$ cat config.mk
export PLATFORM = sky130hd
export DESIGN_NAME = vid_frame_ctrl
export DESIGN_NICKNAME = d
export VERILOG_FILES = /design/src/rtl/vid_frame_ctrl.sv
export SDC_FILE = /design/constraint.sdc
export NUM_CORES = 1
export LEC_CHECK = 0
export ABC_AREA = 1
export CAP_MARGIN = 20
export CORE_MARGIN = 4
export CORE_UTILIZATION = 30
export CTS_CLUSTER_SIZE = 25
export DETAILED_ROUTE_END_ITERATION = 8
export PLACE_DENSITY = 0.51
export SLEW_MARGIN = 10
export SYNTH_ARGS = -nofsm -noshare
export SYNTH_HDL_FRONTEND = slang
export SYNTH_SLANG_ARGS = --single-unit
$ cat constraint.sdc
create_clock -name clk -period 2.28 [get_ports clk]
set_input_delay 0.456 -clock clk [delete_from_list [all_inputs] [get_ports clk]]
set_output_delay 0.456 -clock clk [all_outputs]
set_load 0.03 [all_outputs]
$ cat src/rtl/vid_frame_ctrl.sv
// Video timing controller: measures dv/hs/vs frame geometry, locks on stable frames and gates dv.
// Optional FRAME_CNT_EN adds a 16-bit counter of frames completed while locked.
module vid_frame_ctrl #(
  parameter int unsigned CNT_W       = 12,
  parameter int unsigned LOCK_FRAMES = 2
) (
  input  logic             clk,
  input  logic             rst,
  input  logic             en_i,
  input  logic             dv_i,
  input  logic             hs_i,
  input  logic             vs_i,
  input  logic             err_clr_i,
  output logic             dv_o,
  output logic             hs_o,
  output logic             vs_o,
  output logic             locked_o,
  output logic [CNT_W-1:0] width_o,
  output logic [CNT_W-1:0] height_o,
  output logic             frame_start_o,
`ifdef FRAME_CNT_EN
  output logic [15:0]      frame_cnt_o,
`endif
  output logic             err_o
);

  localparam int unsigned MW = $clog2(LOCK_FRAMES + 1);
  localparam logic [CNT_W-1:0] CntMax     = '1;
  localparam logic [CNT_W-1:0] CntNearMax = CntMax - 1'b1;

  typedef enum logic [2:0] {StIdle, StSeek, StMeasure, StVerify, StLocked} state_e;

  state_e           state_q, state_d;
  logic             dv_d, hs_d, vs_d, vs_rise_d;
  logic [CNT_W-1:0] pix_cnt_q, line_w_q, line_cnt_q;
  logic [CNT_W-1:0] pix_nxt, line_w_nxt, line_cnt_nxt;
  logic             line_bad_q, line_bad_nxt;
  logic [CNT_W-1:0] ref_w_q, ref_h_q, width_q, height_q;
  logic [MW-1:0]    match_q, match_inc;
  logic             err_q;
  logic             vs_rise, line_end, good, geom_eq;
  logic             load_ref, inc_match, load_geom, set_err;

  assign vs_rise   = vs_i & ~vs_d;
  assign line_end  = ~dv_i & dv_d;
  assign match_inc = match_q + MW'(1);

  // Next counter values; a line end coincident with vs_rise still belongs to the ending frame.
  always_comb begin
    pix_nxt      = pix_cnt_q;
    line_w_nxt   = line_w_q;
    line_cnt_nxt = line_cnt_q;
    line_bad_nxt = line_bad_q;
    if (line_end) begin
      pix_nxt = '0;
      if (line_cnt_q == '0) begin
        line_w_nxt = pix_cnt_q;
      end else if (pix_cnt_q != line_w_q) begin
        line_bad_nxt = 1'b1;
      end
      if (line_cnt_q != CntMax) line_cnt_nxt = line_cnt_q + 1'b1;
      if (line_cnt_q >= CntNearMax) line_bad_nxt = 1'b1;
    end else if (dv_i) begin
      if (pix_cnt_q != CntMax) pix_nxt = pix_cnt_q + 1'b1;
      if (pix_cnt_q >= CntNearMax) line_bad_nxt = 1'b1;
    end
  end

  assign good    = !line_bad_nxt && (line_cnt_nxt != '0);
  assign geom_eq = (line_w_nxt == ref_w_q) && (line_cnt_nxt == ref_h_q);

  always_ff @(posedge clk) begin
    if (rst) begin
      dv_d       <= 1'b0;
      hs_d       <= 1'b0;
      vs_d       <= 1'b0;
      vs_rise_d  <= 1'b0;
      pix_cnt_q  <= '0;
      line_w_q   <= '0;
      line_cnt_q <= '0;
      line_bad_q <= 1'b0;
    end else begin
      dv_d      <= dv_i;
      hs_d      <= hs_i;
      vs_d      <= vs_i;
      vs_rise_d <= vs_rise;
      if (vs_rise) begin
        pix_cnt_q  <= '0;
        line_w_q   <= '0;
        line_cnt_q <= '0;
        line_bad_q <= 1'b0;
      end else begin
        pix_cnt_q  <= pix_nxt;
        line_w_q   <= line_w_nxt;
        line_cnt_q <= line_cnt_nxt;
        line_bad_q <= line_bad_nxt;
      end
    end
  end

  always_ff @(posedge clk) begin
    if (rst) state_q <= StIdle;
    else     state_q <= state_d;
  end

  always_comb begin
    state_d   = state_q;
    load_ref  = 1'b0;
    inc_match = 1'b0;
    load_geom = 1'b0;
    set_err   = 1'b0;
    unique case (state_q)
      StIdle:    if (en_i) state_d = StSeek;
      StSeek:    if (vs_rise) state_d = StMeasure;
      StMeasure: begin
        if (vs_rise && good) begin
          load_ref = 1'b1;
          state_d  = StVerify;
        end
      end
      StVerify: begin
        if (vs_rise) begin
          if (good && geom_eq) begin
            inc_match = 1'b1;
            if (match_inc == MW'(LOCK_FRAMES)) begin
              load_geom = 1'b1;
              state_d   = StLocked;
            end
          end else begin
            state_d = StMeasure;
          end
        end
      end
      StLocked: begin
        if (vs_rise && !(good && geom_eq)) begin
          set_err = 1'b1;
          state_d = StSeek;
        end
      end
      default: state_d = StIdle;
    endcase
    if (!en_i) begin
      state_d   = StIdle;
      load_ref  = 1'b0;
      inc_match = 1'b0;
      load_geom = 1'b0;
      set_err   = 1'b0;
    end
  end

  always_comb begin
    locked_o      = (state_q == StLocked);
    dv_o          = dv_d & locked_o;
    frame_start_o = vs_rise_d & locked_o;
    hs_o          = hs_d;
    vs_o          = vs_d;
    width_o       = width_q;
    height_o      = height_q;
    err_o         = err_q;
  end

  always_ff @(posedge clk) begin
    if (rst) begin
      ref_w_q  <= '0;
      ref_h_q  <= '0;
      match_q  <= '0;
      width_q  <= '0;
      height_q <= '0;
      err_q    <= 1'b0;
    end else begin
      if (load_ref) begin
        ref_w_q <= line_w_nxt;
        ref_h_q <= line_cnt_nxt;
        match_q <= MW'(1);
      end else if (inc_match) begin
        match_q <= match_inc;
      end
      if (load_geom) begin
        width_q  <= ref_w_q;
        height_q <= ref_h_q;
      end
      if (set_err)        err_q <= 1'b1;
      else if (err_clr_i) err_q <= 1'b0;
    end
  end

`ifdef FRAME_CNT_EN
  logic [15:0] frame_cnt_q;
  logic        frame_inc, lock_lost;

  assign frame_inc   = vs_rise && (state_q == StLocked) && (state_d == StLocked);
  assign lock_lost   = (state_q == StLocked) && (state_d != StLocked);
  assign frame_cnt_o = frame_cnt_q;

  always_ff @(posedge clk) begin
    if (rst || lock_lost) frame_cnt_q <= '0;
    else if (frame_inc)   frame_cnt_q <= frame_cnt_q + 16'd1;
  end
`endif

endmodule

==> run metrics, run 1 <==
worst min path class reg2reg; Worst Tran Pin Value 0.720 ns; final worst slack -0.407 ns; Clock Skew 0.00961 ns; fraction of the yosys area taken by sequential cells 34.4%; Synth Instances 896; most frequent cells in the layout 210 x buf_4, 171 x nand2_1, 143 x inv_1, 103 x nor2_1, 80 x dfxtp_1; Syn. warnings 0; Pleak 0.00431 µW; worst slack, placed -0.870 ns; Worst Path Class, Setup reg2reg; Yosys reg bits 95; Final Wtd Congestion 0.893; pwr dens 450 mW/mm²; WHS Path Cells 2; cells on worst reg2reg path 21; fraction of layout cells with a size suffix above 1 40.6%; CP arrival 2.98 ns; Min Clock Period, post-route 2.69 ns; Final period util 118%; most common cell after layout, fill and taps aside buf_4; RSZ-0062 raised after global routing true; TritonCTS clock tree yes; Detailed Place HPWL 13900 µm; Sink Count 95; post-synthesis xor/xnor area fraction 1.11%; fmax 372 MHz; Layout Nets 1173; Clock Pin Slew Worst Setup and Hold Paths 0.07 ns; core footprint 0.0180 mm²; Slew Viols, Final 0; status complete, but fails checks; Max-Cap Viols 0; largest net degree at the start of global routing 51; R2R Setup Slk -0.41 ns; syn nets 909; post-synthesis simple-gate area fraction 40.5%; Die Area 0.0207 mm²; cell row count 49; Hold Vio Cnt, Final 0; largest family of logic cells by synthesized area simple AND/OR/NAND/NOR gates; CP required 2.57 ns; antenna fix cells 0; violated checks setup timing; worst reg2reg path endpoint width_o[0]; Synth Area in Adders 1.36%; Initial Util 30.7%; final wirelength 19800 µm; first-pass GRT wire length 29600 µm; routed len/inst 14.2 µm; placed inst area 0.00759 mm²; DRC 0; CP Launch Type flop; boundary pin count 37; hold_sp ref_h_q[2]; post-synthesis mux area share 0%; design area 0.00918 mm²; Worst slew margin 51.6%; DIE HEIGHT 144 µm; vias in the first global route 5991; Hold EP ref_h_q[2]; GRT overflow 0; syn avg cell area 6.17 µm²; Via density 4.59; Mapped Area 0.00553 mm²; Starting DRT DRC Count 342; CTS root buf clkbuf_16; crit-path max FO 42; crit end category flop; initial antenna violation count 0; Final Power 4130 µW; Worst VDD drop 389 µV; Hold-fix buffers, CTS 0; Overall Global Routing Usage 18.1%; H-tree Lvls 3; DIE WIDTH 144 µm; launching point of the worst reg2reg path line_cnt_q[0]; IO buf count 36; # setup viols final 54; Area Overhead vs Synth 65.9%; DRT Pass-1 Iters 5; total CTS buffers 9; routed via count 6398; Clk Latency, worst-skew pair 0.35 ns; Synth Area in Compound Gates 9.07%; CTS max path bufs 2; DRT antenna net count 0; library cells used by synthesis 38
-- metal layers --
metal,vias to the layer above,GRT usage [%],wire (µm)
li1,3328,-,-
met1,2937,23.5,8900
met2,109,31.8,9850
met3,24,2.86,697
met4,0,3.82,327
met5,-,0,0
-- worst max-delay path by stage --
stage / startpoint / endpoint / slack, ns / cells after the start
CTS: line_cnt_q[0] / width_o[0] / -0.31 / 21
finish: line_cnt_q[0] / width_o[0] / -0.41 / 21
floorplan: line_cnt_q[0] / height_o[0] / -0.05 / 20
global route: line_cnt_q[3] / width_o[0] / -0.61 / 20
global placement: dv_i / width_o[3] / -0.85 / 19
detailed placement: dv_i / width_o[0] / -0.87 / 19
-- sequential cells by signal (all words and copies together) (netlist names), 2 cells and up --
name,count
height_o,12
line_cnt_q,12
line_w_q,12
match_q,2
pix_cnt_q,12
ref_h_q,12
ref_w_q,12
state_q,3
width_o,12
-- critical path: stages, from the launching register on --
cell and delay [ns]:
dfxtp_4 0.36, inv_4 0.07, ha_4 0.14, nand2_4 0.06
nor2_4 0.21, buf_12 0.16, nand4_1 0.16, nand2_1 0.14
nand2_1 0.08, nand2_2 0.09, nand2_2 0.06, nor2_1 0.08
nand2_1 0.09, nor2_2 0.12, nand3_2 0.11, nor2_4 0.12
nand3_2 0.09, buf_12 0.19, buf_12 0.14, nand2_1 0.05
inv_1 0.04, nor2_2 0.08
-- Yosys cell counts, drive strengths merged --
cell type	instances	share of area [%]
xnor2	5	0.79
nand3b	3	0.41
nand4	34	4.1
o2111ai	1	0.16
nor3	9	0.81
buf	15	2.0
ha	6	1.4
nand2	256	18
a22oi	1	0.14
dfxtp	95	34
o21a	1	0.14
inv	161	11
xor2	2	0.32
a21oi	35	3.2
nand3	64	6.7
a211oi	2	0.27
nor3b	4	0.54
o211ai	1	0.14
o21ai	47	4.3
clkbuf	10	0.68
a311oi	1	0.16
a21boi	1	0.14
or2	3	0.34
nor2	136	9.9
a31oi	2	0.23
a31o	1	0.16
-- power by group --
group          internal (µW)  switching, µW
Clock                    742            699
Combinational            461            520
Sequential              1680           24.9
Total                   2890           1240
-- cell type report --
cell class	count	area (µm²)
Clock buffer	11	233
Clock inverter	5	35.0
Fill cell	1790	8850
Inverter	161	624
Multi-Input combinational cell	615	3580
Sequential cell	95	1930
Tap cell	229	287
Timing Repair Buffer	278	2490
-- metrics by stage --
step / utilization (%) / std cells / setup TNS, ns / hold slack [ns]
after global placement: 42.1 / 1321 / -40.86 / 0.458
after CTS: 45.7 / 1351 / -8.82 / 0.476
after detailed placement: 42.1 / 1321 / -42.81 / 0.463
final: 50.9 / 1394 / -13.42 / 0.485
after floorplan: - / 896 / -0.394 / 0.447
after global routing: 50.9 / 1394 / -21.02 / 0.517
-- cells by family (layout without fill, tap and decap cells) --
| kind of cell | after synthesis | after routing |
|---|---|---|
| adders and majority gates | 6 | 6 |
| xor gates and xnor gates | 7 | 7 |
| and+or+nand+nor | 509 | 509 |
| DFF | 95 | 95 |
| AOI/OAI and AO/OA | 93 | 93 |
| buffers and inverters | 186 | 455 |
-- repair_timing --
action / CTS / global route
gates cloned: 2 / 6
endpoints found under the setup margin: 59 / 59
setup buffers: 12 / 38
gates resized for setup: 73 / 181
pin swaps: 13 / 25
(Power assumes the default switching activity.)
==> run 2, diff against run 1 <==
--- a/config.mk
+++ b/config.mk
@@ -11,6 +11,7 @@
 export CORE_UTILIZATION = 30
 export CTS_CLUSTER_SIZE = 25
 export DETAILED_ROUTE_END_ITERATION = 8
+export HOLD_SLACK_MARGIN = 0.06
 export PLACE_DENSITY = 0.51
 export SLEW_MARGIN = 10
 export SYNTH_ARGS = -nofsm -noshare
==> constraint.sdc (replaced) <==
create_clock -name clk -period 2.28 [get_ports clk]
set_input_delay 0.456 -clock clk [delete_from_list [all_inputs] [get_ports clk]]
set_output_delay 0.456 -clock clk [all_outputs]
set_load 0.01 [all_outputs]
==> run metrics, run 2 (same netlist as run 1, synthesis figures left out) <==
cells on worst reg2reg path 19; Hold Vio Cnt, Final 0; DIE HEIGHT 144 µm; Final period util 116%; GRT overflow 0; DRC 0; worst slack, placed -0.876 ns; largest net degree at the start of global routing 51; Via density 4.61; Hold Worst Slack 0.470 ns; final wirelength 19300 µm; Worst Path Class, Setup reg2reg; worst setup path endpoint height_o[0]; RSZ-0062 raised after global routing true; Area Overhead vs Synth 63.3%; CP arrival 2.90 ns; status complete, but fails checks; worst reg2reg path endpoint height_o[0]; vias in the first global route 6149; boundary pin count 37; Max-Cap Viols 0; Sw Share 29.3%; final worst slack -0.362 ns; antenna fix cells 0; worst path cell trace ha_4 > inv_2 > nor2_4 > nand3_4 > nand3_1 > nand2_1 > buf_4 > nand3b_1 > nand2_1 > nor2_1 > nand2_1 > nor2_2 > nand3_2 > nor2_4 > nand3_4 > buf_12 > buf_16 > o21ai_2 > nor2_1; P_sw 1200 µW; cell internal pwr 2910 µW; Layout Nets 1164; first-pass GRT wire length 30800 µm; fmax 378 MHz; Detailed Place HPWL 13800 µm; slowest cell delay on critical path 0.39 ns; initial antenna violation count 0; routed via count 6382; pwr dens 456 mW/mm²; Min Clock Period, post-route 2.64 ns; CTS max path bufs 2; Starting DRT DRC Count 334; Seq pwr share 41.6%; DRT antenna net count 0; multi-input logic area 0.00348 mm²; IO buf count 36; CP Launch Type flop; cell row count 49; Clock Pin Slew Worst Setup and Hold Paths 0.07 ns; Worst setup startpoint line_cnt_q[0]; Clk Latency, worst-skew pair 0.36 ns; Worst slew margin 63.3%; Sink Count 95; Clock Skew 0.00709 ns; most frequent cells in the layout 199 x buf_4, 184 x nand2_1, 142 x inv_1, 111 x nor2_1, 83 x dfxtp_1; Overall Global Routing Usage 19.1%; FF/Latch Area 0.00192 mm²; Pleak 0.00418 µW; crit-path max FO 11; violated checks setup timing; TritonCTS clock tree yes; Comb pwr share 21.9%; Initial Util 30.7%; # fillers 1818; core footprint 0.0180 mm²; Slew Viols, Final 0; routed len/inst 13.9 µm; worst min path class reg2reg; Die Area 0.0207 mm²; most common cell after layout, fill and taps aside buf_4; Final Wtd Congestion 0.844; crit end category flop; Worst Tran Pin Value 0.546 ns; DRT Pass-1 Iters 4; critical path's slowest cell dfxtp_4; Crit path top cell by count nand2_1; H-tree Lvls 3; # setup viols final 54; Worst VDD drop 371 µV; total CTS buffers 9; Hold-fix buffers, CTS 0; CTS root buf clkbuf_16; CP required 2.53 ns; Clock power frac 36.6%; launching point of the worst reg2reg path line_cnt_q[0]; fraction of layout cells with a size suffix above 1 38.5%; DIE WIDTH 144 µm; R2R Setup Slk -0.36 ns
run 2: final cells by class:
| cell class | instances | share of cell area [%] |
|---|---|---|
| timing repair buffer | 269 | 27.0 |
| clock inverter | 4 | 0.305 |
| inverter | 161 | 6.86 |
| tap | 229 | 3.17 |
| multi-input combinational | 615 | 38.5 |
| clock buffer | 12 | 2.84 |
| sequential | 95 | 21.3 |
run 2: worst min-delay path by stage:
stage	from	end	slack [ns]	cells past startpoint
final	err_o	err_o	0.47	2
after global routing	err_o	err_o	0.50	2
after CTS	err_o	err_o	0.48	2
after detailed placement	err_o	err_o	0.47	2
after global placement	err_o	err_o	0.46	2
after floorplan	ref_h_q[2]	ref_h_q[2]	0.45	2
run 2: power by group through the flow:
| stage | Clock, µW | Combinational, µW | Sequential [µW] |
|---|---|---|---|
| 4_1_cts | 1540 | 860 | 1710 |
| 3_5_place_dp | 0 | 743 | 1750 |
| 2_1_floorplan | 0 | 396 | 1740 |
| 5_1_grt | 1610 | 986 | 1710 |
| 3_3_place_gp | 0 | 744 | 1750 |
| 6_report | 1500 | 901 | 1710 |
run 2: timing repair:
| action | 4_1_cts | 5_1_grt |
|---|---|---|
| pin swaps | 21 | 20 |
| buffers inserted | 36 | 7 |
| endpoints found under the setup margin | 56 | 58 |
| cloned | 7 | 0 |
| resized for setup | 123 | 102 |
| endpoints found under the hold margin | 0 | 0 |
run 2: critical path, delay by kind of cell (launching register included):
kind                     cells  cell delay, ns
buffers and inverters        4            0.49
AND/OR/NAND/NOR             13            1.38
flip-flops                   1            0.39
AO/OA/AOI/OAI                1            0.12
adder cells (fa/ha/maj)      1            0.15
run 2: routing by layer:
layer  share of wire [%]  track usage (%)
met1                  45             24.3
met2                  49             31.8
met3                 3.9             3.69
met4                 2.9             7.28
met5                   0                0
run 2: metrics by stage:
stage | setup TNS (ns) | instance area [µm²] | util, % | total power (µW) | cells
after floorplan | -0.385 | 5590 | - | 2140 | 896
after global placement | -40.12 | 7610 | 42.2 | 2490 | 1327
after detailed placement | -42.37 | 7610 | 42.2 | 2490 | 1327
after CTS | -10.92 | 8740 | 48.5 | 4110 | 1383
after global routing | -20.40 | 9030 | 50.1 | 4310 | 1385
final | -11.43 | 9030 | 50.1 | 4110 | 1385
